File: src/rtl/lpce_pkg.sv
// Shared constants and types for the LPCE receive dispatcher.
// Header layout: [7:4] mark, [3:2] reserved (must be zero), [1:0] channel.
package lpce_pkg;
  localparam int LPCE_DATA_W = 128;
  localparam int LPCE_PAY_W  = 120;
  localparam int LPCE_HDR_MSB = 127;
  localparam int LPCE_HDR_LSB = 120;
  localparam logic [3:0] LPCE_HDR_MARK = 4'hA;

  typedef struct packed {
    logic [3:0] mark;
    logic [1:0] rsvd;
    logic [1:0] ch;
  } lpce_hdr_t;

  typedef enum logic [1:0] {IDLE, SEND, DROP} lpce_state_e;

  function automatic logic lpce_hdr_ok(input lpce_hdr_t h, input int num_ch);
    return (h.mark == LPCE_HDR_MARK) && (h.rsvd == 2'b00) &&
           (int'({30'd0, h.ch}) < num_ch);
  endfunction
endpackage

File: src/rtl/lpce_rx_dispatch_if.sv
// FIFO read port plus the shared-payload consumer channels.
// master = dispatcher side, slave = FIFO/consumer side.
interface lpce_rx_dispatch_if
  import lpce_pkg::*;
#(
  parameter int NUM_CH = 4
);
  logic [LPCE_DATA_W-1:0] READ_DATA;
  logic                   READ_EMPT;
  logic                   READ_EN;
  logic [LPCE_PAY_W-1:0]  CH_DATA;
  logic [NUM_CH-1:0]      CH_VALID;
  logic [NUM_CH-1:0]      CH_READY;

  modport master (
    input  READ_DATA, READ_EMPT, CH_READY,
    output READ_EN, CH_DATA, CH_VALID
  );
  modport slave (
    output READ_DATA, READ_EMPT, CH_READY,
    input  READ_EN, CH_DATA, CH_VALID
  );
endinterface

File: src/rtl/lpce_sat_cnt.sv
// 16-bit event counter that sticks at all-ones; clear has priority over increment.
// Result visible one cycle after the increment; no backpressure.
module lpce_sat_cnt (
  input  logic        READ_CLK,
  input  logic        clr,
  input  logic        inc,
  output logic [15:0] cnt
);
  always_ff @(posedge READ_CLK) begin
    if (clr) begin
      cnt <= '0;
    end else if (inc && (cnt != 16'hFFFF)) begin
      cnt <= cnt + 16'd1;
    end
  end
endmodule

File: src/rtl/lpce_rx_dispatch.sv
// Pops frames from a show-ahead FIFO, validates the header and hands the payload to one channel.
// Pop at t -> CH_VALID at t+1; holds the frame until READY or TIMEOUT, no pops while busy.
module lpce_rx_dispatch
  import lpce_pkg::*;
#(
  parameter int NUM_CH  = 4,
  parameter int TIMEOUT = 255
) (
  input  logic                READ_CLK,
  input  logic                RSTi,
  input  logic                EN,
  lpce_rx_dispatch_if.master  bus,
  output logic [15:0]         FRAME_CNT,
  output logic [15:0]         DROP_CNT,
  output logic                BUSY
);
  localparam int TW = (TIMEOUT > 0) ? $clog2(TIMEOUT + 1) : 1;

  lpce_state_e           state;
  lpce_hdr_t             hdr;
  logic [1:0]            ch_q;
  logic [TW-1:0]         wait_q;
  logic [LPCE_PAY_W-1:0] pay_q;
  logic [NUM_CH-1:0]     valid_vec;
  logic                  pop, hit, tmo;

  assign hdr = bus.READ_DATA[LPCE_HDR_MSB:LPCE_HDR_LSB];
  assign pop = (state == IDLE) && EN && !bus.READ_EMPT;

  always_comb begin
    valid_vec = '0;
    for (int i = 0; i < NUM_CH; i++) begin
      valid_vec[i] = (state == SEND) && (ch_q == 2'(i));
    end
  end

  // A transfer in the same cycle as the timeout wins, so tmo excludes hit.
  assign hit = |(valid_vec & bus.CH_READY);
  assign tmo = (TIMEOUT != 0) && (state == SEND) && !hit && (wait_q == TW'(TIMEOUT));

  always_ff @(posedge READ_CLK) begin
    if (RSTi) begin
      state  <= IDLE;
      ch_q   <= '0;
      wait_q <= '0;
      pay_q  <= '0;
    end else begin
      case (state)
        IDLE: begin
          if (pop) begin
            pay_q  <= bus.READ_DATA[LPCE_PAY_W-1:0];
            ch_q   <= hdr.ch;
            wait_q <= '0;
            state  <= lpce_hdr_ok(hdr, NUM_CH) ? SEND : DROP;
          end
        end
        SEND: begin
          if (hit || tmo) begin
            state <= IDLE;
          end else begin
            wait_q <= wait_q + TW'(1);
          end
        end
        DROP:    state <= IDLE;
        default: state <= IDLE;
      endcase
    end
  end

  assign bus.READ_EN  = pop;
  assign bus.CH_VALID = valid_vec;
  assign bus.CH_DATA  = pay_q;
  assign BUSY         = (state != IDLE);

  lpce_sat_cnt u_frame_cnt (
    .READ_CLK (READ_CLK),
    .clr      (RSTi),
    .inc      (hit),
    .cnt      (FRAME_CNT)
  );

  lpce_sat_cnt u_drop_cnt (
    .READ_CLK (READ_CLK),
    .clr      (RSTi),
    .inc      ((state == DROP) || tmo),
    .cnt      (DROP_CNT)
  );
endmodule

File: src/flat_wrapper.sv
// flat-port wrapper written by rule: the top's interface ports become plain ports
module lpce_rx_dispatch_flat import lpce_pkg::*;
#(
  parameter int NUM_CH  = 4,
  parameter int TIMEOUT = 255
)
  (READ_CLK, RSTi, EN, FRAME_CNT, DROP_CNT, BUSY, bus_READ_DATA, bus_READ_EMPT, bus_CH_READY, bus_READ_EN, bus_CH_DATA, bus_CH_VALID);
  lpce_rx_dispatch_if #(.NUM_CH(NUM_CH)) bus_i ();
  input  logic READ_CLK;
  input  logic RSTi;
  input  logic EN;
  output logic [15:0] FRAME_CNT;
  output logic [15:0] DROP_CNT;
  output logic BUSY;
  input wire logic [$bits(bus_i.READ_DATA)-1:0] bus_READ_DATA;
  input wire logic [$bits(bus_i.READ_EMPT)-1:0] bus_READ_EMPT;
  input wire logic [$bits(bus_i.CH_READY)-1:0] bus_CH_READY;
  output wire logic [$bits(bus_i.READ_EN)-1:0] bus_READ_EN;
  output wire logic [$bits(bus_i.CH_DATA)-1:0] bus_CH_DATA;
  output wire logic [$bits(bus_i.CH_VALID)-1:0] bus_CH_VALID;
  assign bus_i.READ_DATA = bus_READ_DATA;
  assign bus_i.READ_EMPT = bus_READ_EMPT;
  assign bus_i.CH_READY = bus_CH_READY;
  assign bus_READ_EN = bus_i.READ_EN;
  assign bus_CH_DATA = bus_i.CH_DATA;
  assign bus_CH_VALID = bus_i.CH_VALID;
  lpce_rx_dispatch #(.NUM_CH(NUM_CH), .TIMEOUT(TIMEOUT)) u_core (.READ_CLK(READ_CLK), .RSTi(RSTi), .EN(EN), .bus(bus_i), .FRAME_CNT(FRAME_CNT), .DROP_CNT(DROP_CNT), .BUSY(BUSY));
endmodule
File: config.mk
export PLATFORM = sky130hd
export DESIGN_NAME = lpce_rx_dispatch_flat
export DESIGN_NICKNAME = d
export VERILOG_FILES = /design/src/rtl/lpce_pkg.sv /design/src/rtl/lpce_rx_dispatch_if.sv /design/src/rtl/lpce_sat_cnt.sv /design/src/rtl/lpce_rx_dispatch.sv /design/src/flat_wrapper.sv
export SDC_FILE = /design/constraint.sdc
export NUM_CORES = 1
export LEC_CHECK = 0
export ABC_AREA = 0
export BUFFER_PORTS_ARGS = -buffer_cell sky130_fd_sc_hd__buf_2
export CORE_ASPECT_RATIO = 0.9
export CORE_UTILIZATION = 42
export CTS_CLUSTER_DIAMETER = 150
export DETAILED_ROUTE_END_ITERATION = 12
export PLACE_DENSITY = 0.81
export REMOVE_ABC_BUFFERS = 1
export SLEW_MARGIN = 15
export SYNTH_ARGS = -nofsm -noshare
export SYNTH_HDL_FRONTEND = slang
export SYNTH_SLANG_ARGS = --single-unit
File: constraint.sdc
create_clock -name READ_CLK -period 2.15 [get_ports READ_CLK]
set_input_delay 0.215 -clock READ_CLK [delete_from_list [all_inputs] [get_ports READ_CLK]]
set_output_delay 0.215 -clock READ_CLK [all_outputs]
set_load 0.01 [all_outputs]
# [Word level (Yosys, flattened, before mapping)]
# Cells that the tools add are included.
[totals] register_bits=164 in_bits=136 out_inout_bits=158 wordCells=53
[op_classes] addsub=3 eq_ne=12 mux=7 bitwise=1 n_reduce_logical=24
[ops] op="$add 16x1->16 const B" count=2
[ops] op="$ne 16x16->1 const B" count=2
[ops] op="$mux 8" count=2
[ops] op="$pmux 8 s2" count=1
[ops] op="$logic_and 1x1->1" count=11
[ops] op="$add 8x1->8 const B" count=1
[ops] op="$eq 8x8->1 const B" count=1
[ops] op="$eq 2x2->1 const B" count=3
[ops] op="$logic_not 2->1" count=3
[ops] op="$mux 2" count=3
[ops] op="$ne 2x2->1 const B" count=3
[ops] op="$and 4x4->4" count=1
[ops] op="$eq 2x1->1 const B" count=2
[ops] op="$eq 4x4->1 const B" count=1
[ops] op="$pmux 2 s2" count=1
[ops] op="$reduce_and 2->1" count=2
[ops] op="$reduce_bool 2->1" count=2
[ops] op="$reduce_or 4->1" count=1
[ops] op="$reduce_and 3->1" count=1
[ops] op="$logic_not 1->1" count=2
[ops] op="$logic_or 1x1->1" count=2

# [Logic depth before layout (Yosys ltp)]
# Gate-level depths: netlist of run 1.
[logic_depth] word_depth=10 mapped_depth=7

# [Cells and area by module]
# From an unflattened synthesis of run 1, not the netlist that was laid out.
[unflattened] cells_unflattened=805 hier_area_um2=6522.5
[by_module_without_submodules] module="lpce_rx_dispatch" n_inst=1 cells_per_inst=607 area_per_inst_um2=4825.9 seq_area_each_um2=2642.5
[by_module_without_submodules] module="lpce_sat_cnt" n_inst=2 cells_per_inst=99 area_per_inst_um2=848.3 seq_area_each_um2=320.3

# [Worst setup path after synthesis of run 1]
# No wires, ideal clock.
[synth_path] kind="register to register" from="reg u_core.ch_q[0]" to="reg u_core.u_drop_cnt.cnt[6]" setup_time_ps=115 arrival_ps=2052 slack_ps=-17 stages_incl_launch_ff=7 n_path_buf=1 synth_period_minus_slack_ps=2167 cell_sequence="dfxtp_1 > mux4_2 > o41a_4 > buf_6 > nor4_4 > xnor2_1 > nor2_1"
[synth_via] elab_chain_len=9 word_cells_on_any_way=15
[synth_rtl] item="start: declaration" line_no="lpce_rx_dispatch.sv:21" rtl="logic [1:0] ch_q;"
[synth_rtl] item="start signal: assignment" line_no="lpce_rx_dispatch.sv:52" rtl="ch_q <= hdr.ch;"
[synth_rtl] item="$eq 2x1->1 (tied with other cells)" line_no="lpce_rx_dispatch.sv:33" rtl="valid_vec[i] = (state == SEND) && (ch_q == 2'(i));"
[synth_rtl] item="$logic_and 1x1->1" line_no="lpce_rx_dispatch.sv:33"
[synth_rtl] item="$and 4x4->4 *" line_no="lpce_rx_dispatch.sv:38" rtl="assign hit = |(valid_vec & bus.CH_READY);"
[synth_rtl] item="$reduce_or 4->1 *" line_no="lpce_rx_dispatch.sv:38"
[synth_rtl] item="$logic_not 1->1 *" line_no="lpce_rx_dispatch.sv:39" rtl="assign tmo = (TIMEOUT != 0) && (state == SEND) && !hit && (wait_q == TW'(TIMEOUT));"
[synth_rtl] item="$logic_and 1x1->1 * (2 in a row)" line_no="lpce_rx_dispatch.sv:39"
[synth_rtl] item="$logic_or 1x1->1 *" line_no="lpce_rx_dispatch.sv:85" rtl=".inc ((state == DROP) || tmo),"
[synth_rtl] item="$logic_and 1x1->1 *" line_no="lpce_sat_cnt.sv:12" rtl="end else if (inc && (cnt != 16'hFFFF)) begin"
[synth_rtl] item="end signal: assignment" line_no="lpce_sat_cnt.sv:13" rtl="cnt <= cnt + 16'd1;"
[synth_rtl] item="end: declaration" line_no="lpce_sat_cnt.sv:7" rtl="output logic [15:0] cnt"
# Mark *: on every way between the ends. The rest lies on a longest branch, timed or not.
# A chain may end at the register's enable or synchronous reset.

# [Final worst setup path of run 1]
[layout_path] from="reg u_core.wait_q[0]" to="reg u_core.u_drop_cnt.cnt[5]"
[layout_via] elab_chain_len=4
[layout_rtl] item="start: declaration" line_no="lpce_rx_dispatch.sv:22" rtl="logic [TW-1:0] wait_q;"
[layout_rtl] item="start signal: assignment" line_no="lpce_rx_dispatch.sv:61" rtl="wait_q <= wait_q + TW'(1);"
[layout_rtl] item="$eq 8x8->1" line_no="lpce_rx_dispatch.sv:39"
[layout_rtl] item="$logic_and 1x1->1" line_no="lpce_rx_dispatch.sv:39"
[layout_rtl] item="$logic_or 1x1->1" line_no="lpce_rx_dispatch.sv:85"
[layout_rtl] item="$logic_and 1x1->1" line_no="lpce_sat_cnt.sv:12"
# No other way between the ends.

==> Implementation_results.wiki, run 1 <==
{| class="wikitable"
! Metric !! Value
|-
| Status || complete, no violations
|-
| Critical R2R Capture || u_core.u_drop_cnt.cnt[5]
|-
| Number of flip-flops and latches in the synthesized netlist || 164
|-
| Final Slew Violations || 0
|-
| Violation count after the first detailed-route iteration || 428
|-
| Syn Inst Count || 775
|-
| Layout Cell Area excl Fill || 8643 um^2
|-
| Utilization of the core after routing || 0.5895
|-
| Wire length of the first global-routing pass || 27.12 mm
|-
| Unrepaired setup endpoints after global routing || yes
|-
| Final setup skew || 10.59 ps
|-
| Final global-route overflow total || 0
|-
| Via-per-instance ratio || 4.937
|-
| Total negative slack || 0 ps
|-
| Area leader, netlist || sky130_fd_sc_hd__dfxtp_1
|-
| Worst-skew pair later-pin latency || 410 ps
|-
| Number of levels in the clock H-tree || 4
|-
| CP endpoint kind || flop
|-
| Top achievable clock speed || 481.8 MHz
|-
| Startpoint types || flop
|-
| Worst min-delay path class || in2reg
|-
| TritonCTS Sinks || 164
|-
| Critical path data arrival time || 2370 ps
|-
| Proportion of register bits with asynchronous set or reset after synthesis || 0
|-
| Vias in the first global route || 5,844
|-
| Period utilization || 0.9653
|-
| Launch instance of the worst register-to-register path || u_core.wait_q[0]
|-
| Antenna viol nets, final || 0
|-
| Register-to-register setup slack || 70 ps
|-
| Clock root buffer || sky130_fd_sc_hd__clkbuf_16
|-
| RePlAce Congestion || 0.8553
|-
| Initial Util || 0.4281
|-
| Cell count of the worst hold path || 3
|-
| Area contributors post-synth || sky130_fd_sc_hd__dfxtp_1 (52%), sky130_fd_sc_hd__nand2_1 (16%), sky130_fd_sc_hd__a21oi_1 (10%), sky130_fd_sc_hd__xnor2_1 (3.8%), sky130_fd_sc_hd__nor2_1 (2.5%)
|-
| Fill cell total of the finished layout || 1,337
|-
| Total area of multi-input combinational cells || 2825 um^2
|-
| Die outline width || 130.9 um
|-
| Final min period || 2075 ps
|-
| Die ar. || 15,440 um^2
|-
| # port buffers || 293
|-
| Final setup violation count || 0
|-
| Worst vdd rail ir drop || 0.5847 mV
|-
| Length of the first detailed-routing pass in iterations || 5
|-
| DIE HEIGHT || 118.0 um
|-
| Hold Crit Endpoint || u_core.bus.CH_DATA[77]
|-
| Area growth from synthesis to final layout || 37.69%
|-
| Total global-route track usage || 0.2208
|-
| Portion of the post-synthesis area used by sequential elements || 0.5230
|-
| Count of pins on the block boundary || 294
|-
| Post-DP HPWL || 11.89 mm
|-
| Number of enable flip-flop cells after synthesis || 0
|-
| Avg Cell Area, Syn || 8.100 um^2
|-
| Largest net degree at the start of global routing || 126
|-
| Count of different cell masters after synthesis || 46
|-
| Area after detailed placement || 8016 um^2
|-
| Post-route insts no fill || 1,271
|-
| Post-Place Setup Slack || -66.99 ps
|-
| Pwr per Cell Area || 777.4 nW/um^2
|-
| Maximum root-to-sink buffer count || 2
|-
| Slew at the pin with the worst max-slew slack || 621.4 ps
|-
| Standard cell with the maximum stage delay on the critical path || sky130_fd_sc_hd__o41a_4
|-
| Source of the worst hold timing path || bus_READ_DATA[77]
|-
| Maximum fanout encountered on the critical timing path || 7
|-
| Antenna diodes || 0
|-
| Critical Path RT || 2440 ps
|-
| Number of remaining DRC errors || 0
|-
| Number of antenna violations at the first check in global routing || 0
|-
| Max-cap violation count || 0
|-
| Area of the mapped netlist || 6277 um^2
|-
| Clock tree from TritonCTS || built
|-
| Post-layout nets || 1,199
|-
| Share of Yosys cell area claimed by the top area cell type || 0.5230
|-
| Hold WS || 29.84 ps
|-
| Number of buffers inserted during clock tree synthesis || 17
|-
| Routed wire length per instance || 13.57 um
|-
| Register cell area after layout || 3284 um^2
|-
| Vias || 6,275
|-
| Clock-pin slew reported for the worst setup and hold paths after clock tree synthesis || 70 ps
|-
| Final worst setup slack || 74.59 ps
|-
| Ys flop type || sky130_fd_sc_hd__dfxtp_1
|-
| Number of synthesis warnings || 0
|-
| Worst slew margin relative to its limit || 0.5858
|-
| Slowest cell delay on critical path || 570 ps
|-
| Worst path cell trace || ha_2 -> nand3_2 -> o41a_4 -> buf_6 -> nor4_4 -> xnor2_1 -> nor2_1
|-
| Share of cells above drive strength 1 || 0.3467
|-
| Detailed-route wire length || 17.25 mm
|-
| Post-layout total power || 6.719 mW
|-
| Placed cell count || 1,238
|-
| Startpoint-to-endpoint class of the critical path || reg2reg
|-
| Total count of hold-check failures in the final report || 0
|-
| Number of core rows || 42
|-
| Worst Reg-to-Reg Cells || 7
|-
| Leakage power summed over all cells || 3.825 nW
|-
| Core Region || 14,660 um^2
|}
-- metal layers --
metal  vias to the layer above  wire length, um  part of all wire  global-route usage
li1                       3140                -                 -                   -
met1                      2926             7649              0.44              0.2641
met2                       185             8339              0.48              0.3747
met3                        24             1023             0.059             0.06136
met4                         0              238             0.014             0.07615
met5                         -                0                 0                   0
-- Yosys cell counts, types with 4 or more instances --
library cell and number:
sky130_fd_sc_hd__clkbuf_1 39, sky130_fd_sc_hd__inv_1 4, sky130_fd_sc_hd__a21oi_1 129, sky130_fd_sc_hd__buf_1 6, sky130_fd_sc_hd__xor2_1 4, sky130_fd_sc_hd__nor4_1 6
sky130_fd_sc_hd__a211oi_1 7, sky130_fd_sc_hd__nor3_1 10, sky130_fd_sc_hd__dfxtp_1 164, sky130_fd_sc_hd__nor2_1 41, sky130_fd_sc_hd__nand2_1 263, sky130_fd_sc_hd__xnor2_1 27
sky130_fd_sc_hd__nand3_1 10, sky130_fd_sc_hd__nand4_1 13, sky130_fd_sc_hd__o21ai_0 4
-- cells by family after synthesis --
logic type / after synthesis / synth area share
AOI/OAI and AO/OA: 147 / 0.1262
buffers and inverters: 55 / 0.03767
adders and majority gates: 3 / 0.005980
DFF: 164 / 0.5230
and+or+nand+nor: 373 / 0.2587
muxes: 2 / 0.005182
xor gates and xnor gates: 31 / 0.04325
-- flip-flops by register name, summed over array words and instances (netlist names) --
name	flops
u_core.state	2
u_core.ch_q	2
u_core.u_drop_cnt.cnt	16
u_core.wait_q	8
u_core.bus.CH_DATA	120
u_core.u_frame_cnt.cnt	16
-- repair_timing --
action / CTS / global route
setup endpoints to repair: 8 / 8
cloned: 0 / 1
buffers inserted: 0 / 0
hold buffers: 0 / 0
pin swaps: 1 / 1
hold endpoints to repair: 0 / 0
resized for setup: 0 / 10
-- final cells by class --
type,count,area share
Multi-Input combinational cell,557,0.3269
Clock inverter,14,0.01448
Timing Repair Buffer,315,0.1967
Clock buffer,18,0.05081
Tap cell,198,0.02866
Inverter,5,0.002461
Sequential cell,164,0.3800
-- worst max-delay path: cells and delay by family (launching register included) --
kind / cells / cell delay [ps]
and+or+nand+nor: 3 / 440
adders and majority gates: 1 / 250
DFF: 1 / 400
buffers and inverters: 1 / 150
AOI/OAI and AO/OA: 1 / 570
xor gates and xnor gates: 1 / 150
-- report_power, final --
group / leakage (nW) / total, mW / internal, mW / switching, mW
registers: 1.33 / 3.20 / 3.15 / 0.0501
clock network: 0.274 / 2.90 / 1.64 / 1.27
logic: 2.22 / 0.619 / 0.266 / 0.352
-- cells in the final DEF, fill, tap and decap left out, types with 4 or more instances in the layout --
cell type | netlist | routed
sky130_fd_sc_hd__a211oi_1 | 7 | 7
sky130_fd_sc_hd__a21oi_1 | 129 | 129
sky130_fd_sc_hd__buf_12 | 0 | 5
sky130_fd_sc_hd__buf_2 | 2 | 292
sky130_fd_sc_hd__buf_4 | 0 | 17
sky130_fd_sc_hd__clkbuf_16 | 0 | 17
sky130_fd_sc_hd__clkinv_2 | 0 | 4
sky130_fd_sc_hd__dfxtp_1 | 164 | 163
sky130_fd_sc_hd__inv_1 | 4 | 4
sky130_fd_sc_hd__inv_6 | 0 | 5
sky130_fd_sc_hd__nand2_1 | 263 | 263
sky130_fd_sc_hd__nand3_1 | 10 | 9
sky130_fd_sc_hd__nand4_1 | 13 | 13
sky130_fd_sc_hd__nor2_1 | 41 | 41
sky130_fd_sc_hd__nor3_1 | 10 | 9
sky130_fd_sc_hd__o21ai_0 | 4 | 4
sky130_fd_sc_hd__xnor2_1 | 27 | 27
sky130_fd_sc_hd__xor2_1 | 4 | 4
-- worst max-delay path by stage --
| stage | slack, ps | depth (start not counted) | end | from |
|---|---|---|---|---|
| after floorplan | -1110 | 4 | u_core.bus.CH_DATA[0] | u_core.state[0] |
| after global placement | -40 | 6 | u_core.u_drop_cnt.cnt[2] | u_core.ch_q[0] |
| after detailed placement | -70 | 6 | u_core.u_drop_cnt.cnt[2] | u_core.ch_q[0] |
| after CTS | 30 | 6 | u_core.u_drop_cnt.cnt[2] | u_core.ch_q[0] |
| after global routing | -9 | 6 | u_core.u_drop_cnt.cnt[5] | u_core.ch_q[0] |
| final | 70 | 7 | u_core.u_drop_cnt.cnt[5] | u_core.wait_q[0] |
(Power assumes the default switching activity.)
==> inputs of run 2 (changes only) <==
- CORE_ASPECT_RATIO: 0.9 -> unset
==> Implementation_results.wiki, run 2 (synthesized netlist as in run 1, its figures left out) <==
{| class="wikitable"
! Metric !! Value
|-
| Worst slew margin relative to its limit || 0.6403
|-
| Area after detailed placement || 8000 um^2
|-
| Period utilization || 0.9769
|-
| Via-per-instance ratio || 4.927
|-
| Top achievable clock speed || 476.1 MHz
|-
| Startpoint-to-endpoint class of the critical path || reg2reg
|-
| Unrepaired setup endpoints after global routing || yes
|-
| TritonCTS Sinks || 164
|-
| Total global-route track usage || 0.2202
|-
| Worst path buffer plus inverter count || 0
|-
| RePlAce Congestion || 0.8247
|-
| Total area of multi-input combinational cells || 2806 um^2
|-
| Final min period || 2100 ps
|-
| Commonest cells after routing, fill and taps aside || sky130_fd_sc_hd__buf_2 (292), sky130_fd_sc_hd__nand2_1 (263), sky130_fd_sc_hd__dfxtp_1 (162)
|-
| Slowest cell delay on critical path || 570 ps
|-
| Detailed-route wire length || 17.39 mm
|-
| Total count of hold-check failures in the final report || 0
|-
| Initial Util || 0.4319
|-
| Worst vdd rail ir drop || 0.6032 mV
|-
| Die ar. || 15,440 um^2
|-
| Clock tree from TritonCTS || built
|-
| Final setup skew || 10.87 ps
|-
| Standard cell with the maximum stage delay on the critical path || sky130_fd_sc_hd__mux4_2
|-
| Post-layout nets || 1,202
|-
| Maximum fanout encountered on the critical timing path || 7
|-
| Pwr per Cell Area || 792.5 nW/um^2
|-
| Largest net degree at the start of global routing || 86
|-
| Length of the first detailed-routing pass in iterations || 4
|-
| Largest register FFs || 120
|-
| # port buffers || 293
|-
| CP endpoint kind || flop
|-
| Clock-pin slew reported for the worst setup and hold paths after clock tree synthesis || 70 ps
|-
| Antenna viol nets, final || 0
|-
| Worst path cell trace || mux4_2 -> o41a_2 -> nor4b_2 -> xnor2_1 -> nor2_1
|-
| Slew at the pin with the worst max-slew slack || 526.0 ps
|-
| Fill cell total of the finished layout || 1,309
|-
| Area growth from synthesis to final layout || 37.93%
|-
| Routed wire length per instance || 13.78 um
|-
| Wire length of the first global-routing pass || 28.02 mm
|-
| Maximum root-to-sink buffer count || 2
|-
| Total negative slack || 0 ps
|-
| Worst path top cell family by delay || multiplexers
|-
| Status || complete, no violations
|-
| Number of antenna violations at the first check in global routing || 2
|-
| Register cell area after layout || 3286 um^2
|-
| Cell count of the worst hold path || 3
|-
| Count of pins on the block boundary || 294
|-
| Final Slew Violations || 0
|-
| Most common library cell in the layout ignoring fill and taps || sky130_fd_sc_hd__buf_2
|-
| Critical path data arrival time || 2410 ps
|-
| Share of cells above drive strength 1 || 0.3476
|-
| Post-DP HPWL || 11.96 mm
|-
| Logic depth of the worst path, buffers included || 5
|-
| Number of buffers inserted during clock tree synthesis || 17
|-
| Worst-skew pair later-pin latency || 430 ps
|-
| DIE HEIGHT || 124.3 um
|-
| Worst Reg-to-Reg Cells || 5
|-
| Critical Path RT || 2460 ps
|-
| Die outline width || 124.3 um
|-
| Post-layout total power || 6.862 mW
|-
| Utilization of the core after routing || 0.5957
|-
| Final setup violation count || 0
|-
| Vias in the first global route || 5,920
|-
| Startpoint types || flop
|-
| Violation count after the first detailed-route iteration || 318
|-
| Number of levels in the clock H-tree || 4
|-
| Number of remaining DRC errors || 0
|-
| Vias || 6,218
|-
| Layout Cell Area excl Fill || 8658 um^2
|-
| Leakage power summed over all cells || 3.822 nW
|-
| Worst min-delay path class || in2reg
|-
| Max-cap violation count || 0
|-
| Core Region || 14,530 um^2
|-
| Final global-route overflow total || 0
|-
| Clock root buffer || sky130_fd_sc_hd__clkbuf_16
|-
| Number of core rows || 44
|}
==> run 2: changes by cell type in the layout (fill, tap and decap cells not counted), moves of 2 or more <==
| cell | previous run | this run |
|---|---|---|
| sky130_fd_sc_hd__nor4_2 | 3 | 1 |
| sky130_fd_sc_hd__inv_6 | 5 | 3 |
| sky130_fd_sc_hd__clkinv_4 | 1 | 6 |
| sky130_fd_sc_hd__buf_4 | 17 | 22 |
| sky130_fd_sc_hd__nor4_1 | 3 | 5 |
| sky130_fd_sc_hd__inv_8 | 0 | 2 |
| sky130_fd_sc_hd__diode_2 | 0 | 2 |
| sky130_fd_sc_hd__clkinv_2 | 4 | 0 |
==> run 2: worst paths after layout <==
check | from | endpoint | slack [ps]
setup / recovery | u_core.ch_q[0] | u_core.u_drop_cnt.cnt[4] | 50
hold / removal | bus_READ_DATA[42] | u_core.bus.CH_DATA[42] | 10
setup reg to reg | u_core.ch_q[0] | u_core.u_drop_cnt.cnt[4] | 50
hold reg to reg | u_core.bus.CH_DATA[73] | u_core.bus.CH_DATA[73] | 450
==> run 2: what timing repair did <==
item / in CTS / in global routing
hold buffers: 0 / 0
gates cloned: 0 / 1
setup endpoints to repair: 9 / 7
gates resized for setup: 3 / 7
pin swaps: 1 / 0
buffers inserted: 0 / 1
hold endpoints to repair: 0 / 0
==> run 2: power by group <==
group / switching, mW / internal [mW]
logic: 0.350 / 0.266
registers: 0.0510 / 3.15
clock network: 1.31 / 1.74
total: 1.71 / 5.15
==> run 2: area by class of cell <==
type	count	share of cell area
Tap cell	184	0.02659
Clock inverter	15	0.01994
Multi-Input combinational cell	557	0.3241
Sequential cell	164	0.3795
Antenna cell	2	0.0005780
Timing Repair Buffer	318	0.1971
Clock buffer	17	0.04913
Inverter	5	0.003035
==> run 2: stage by stage <==
stage          hold slack (ps)  std cells  setup WS [ps]
2_1_floorplan            284.1        725          -1110
3_3_place_gp             437.9       1226         -16.41
3_5_place_dp             443.2       1226         -60.50
4_1_cts                  3.733       1258          41.06
5_1_grt                  15.70       1262         -18.95
6_report                 14.86       1262          49.62
==> run 2: tightest hold or removal path: stages <==
cell and delay [ps]:
sky130_fd_sc_hd__buf_2 90, sky130_fd_sc_hd__nand2_1 40, sky130_fd_sc_hd__a21oi_1 50
==> run 2: layer usage <==
| metal | share of wire | global-route usage | vias to the layer above |
|---|---|---|---|
| met5 | 0 | 0 | - |
| met4 | 0.021 | 0.09426 | 0 |
| met3 | 0.055 | 0.04983 | 29 |
| met2 | 0.51 | 0.3874 | 196 |
| met1 | 0.42 | 0.2548 | 2840 |
| li1 | - | - | 3153 |
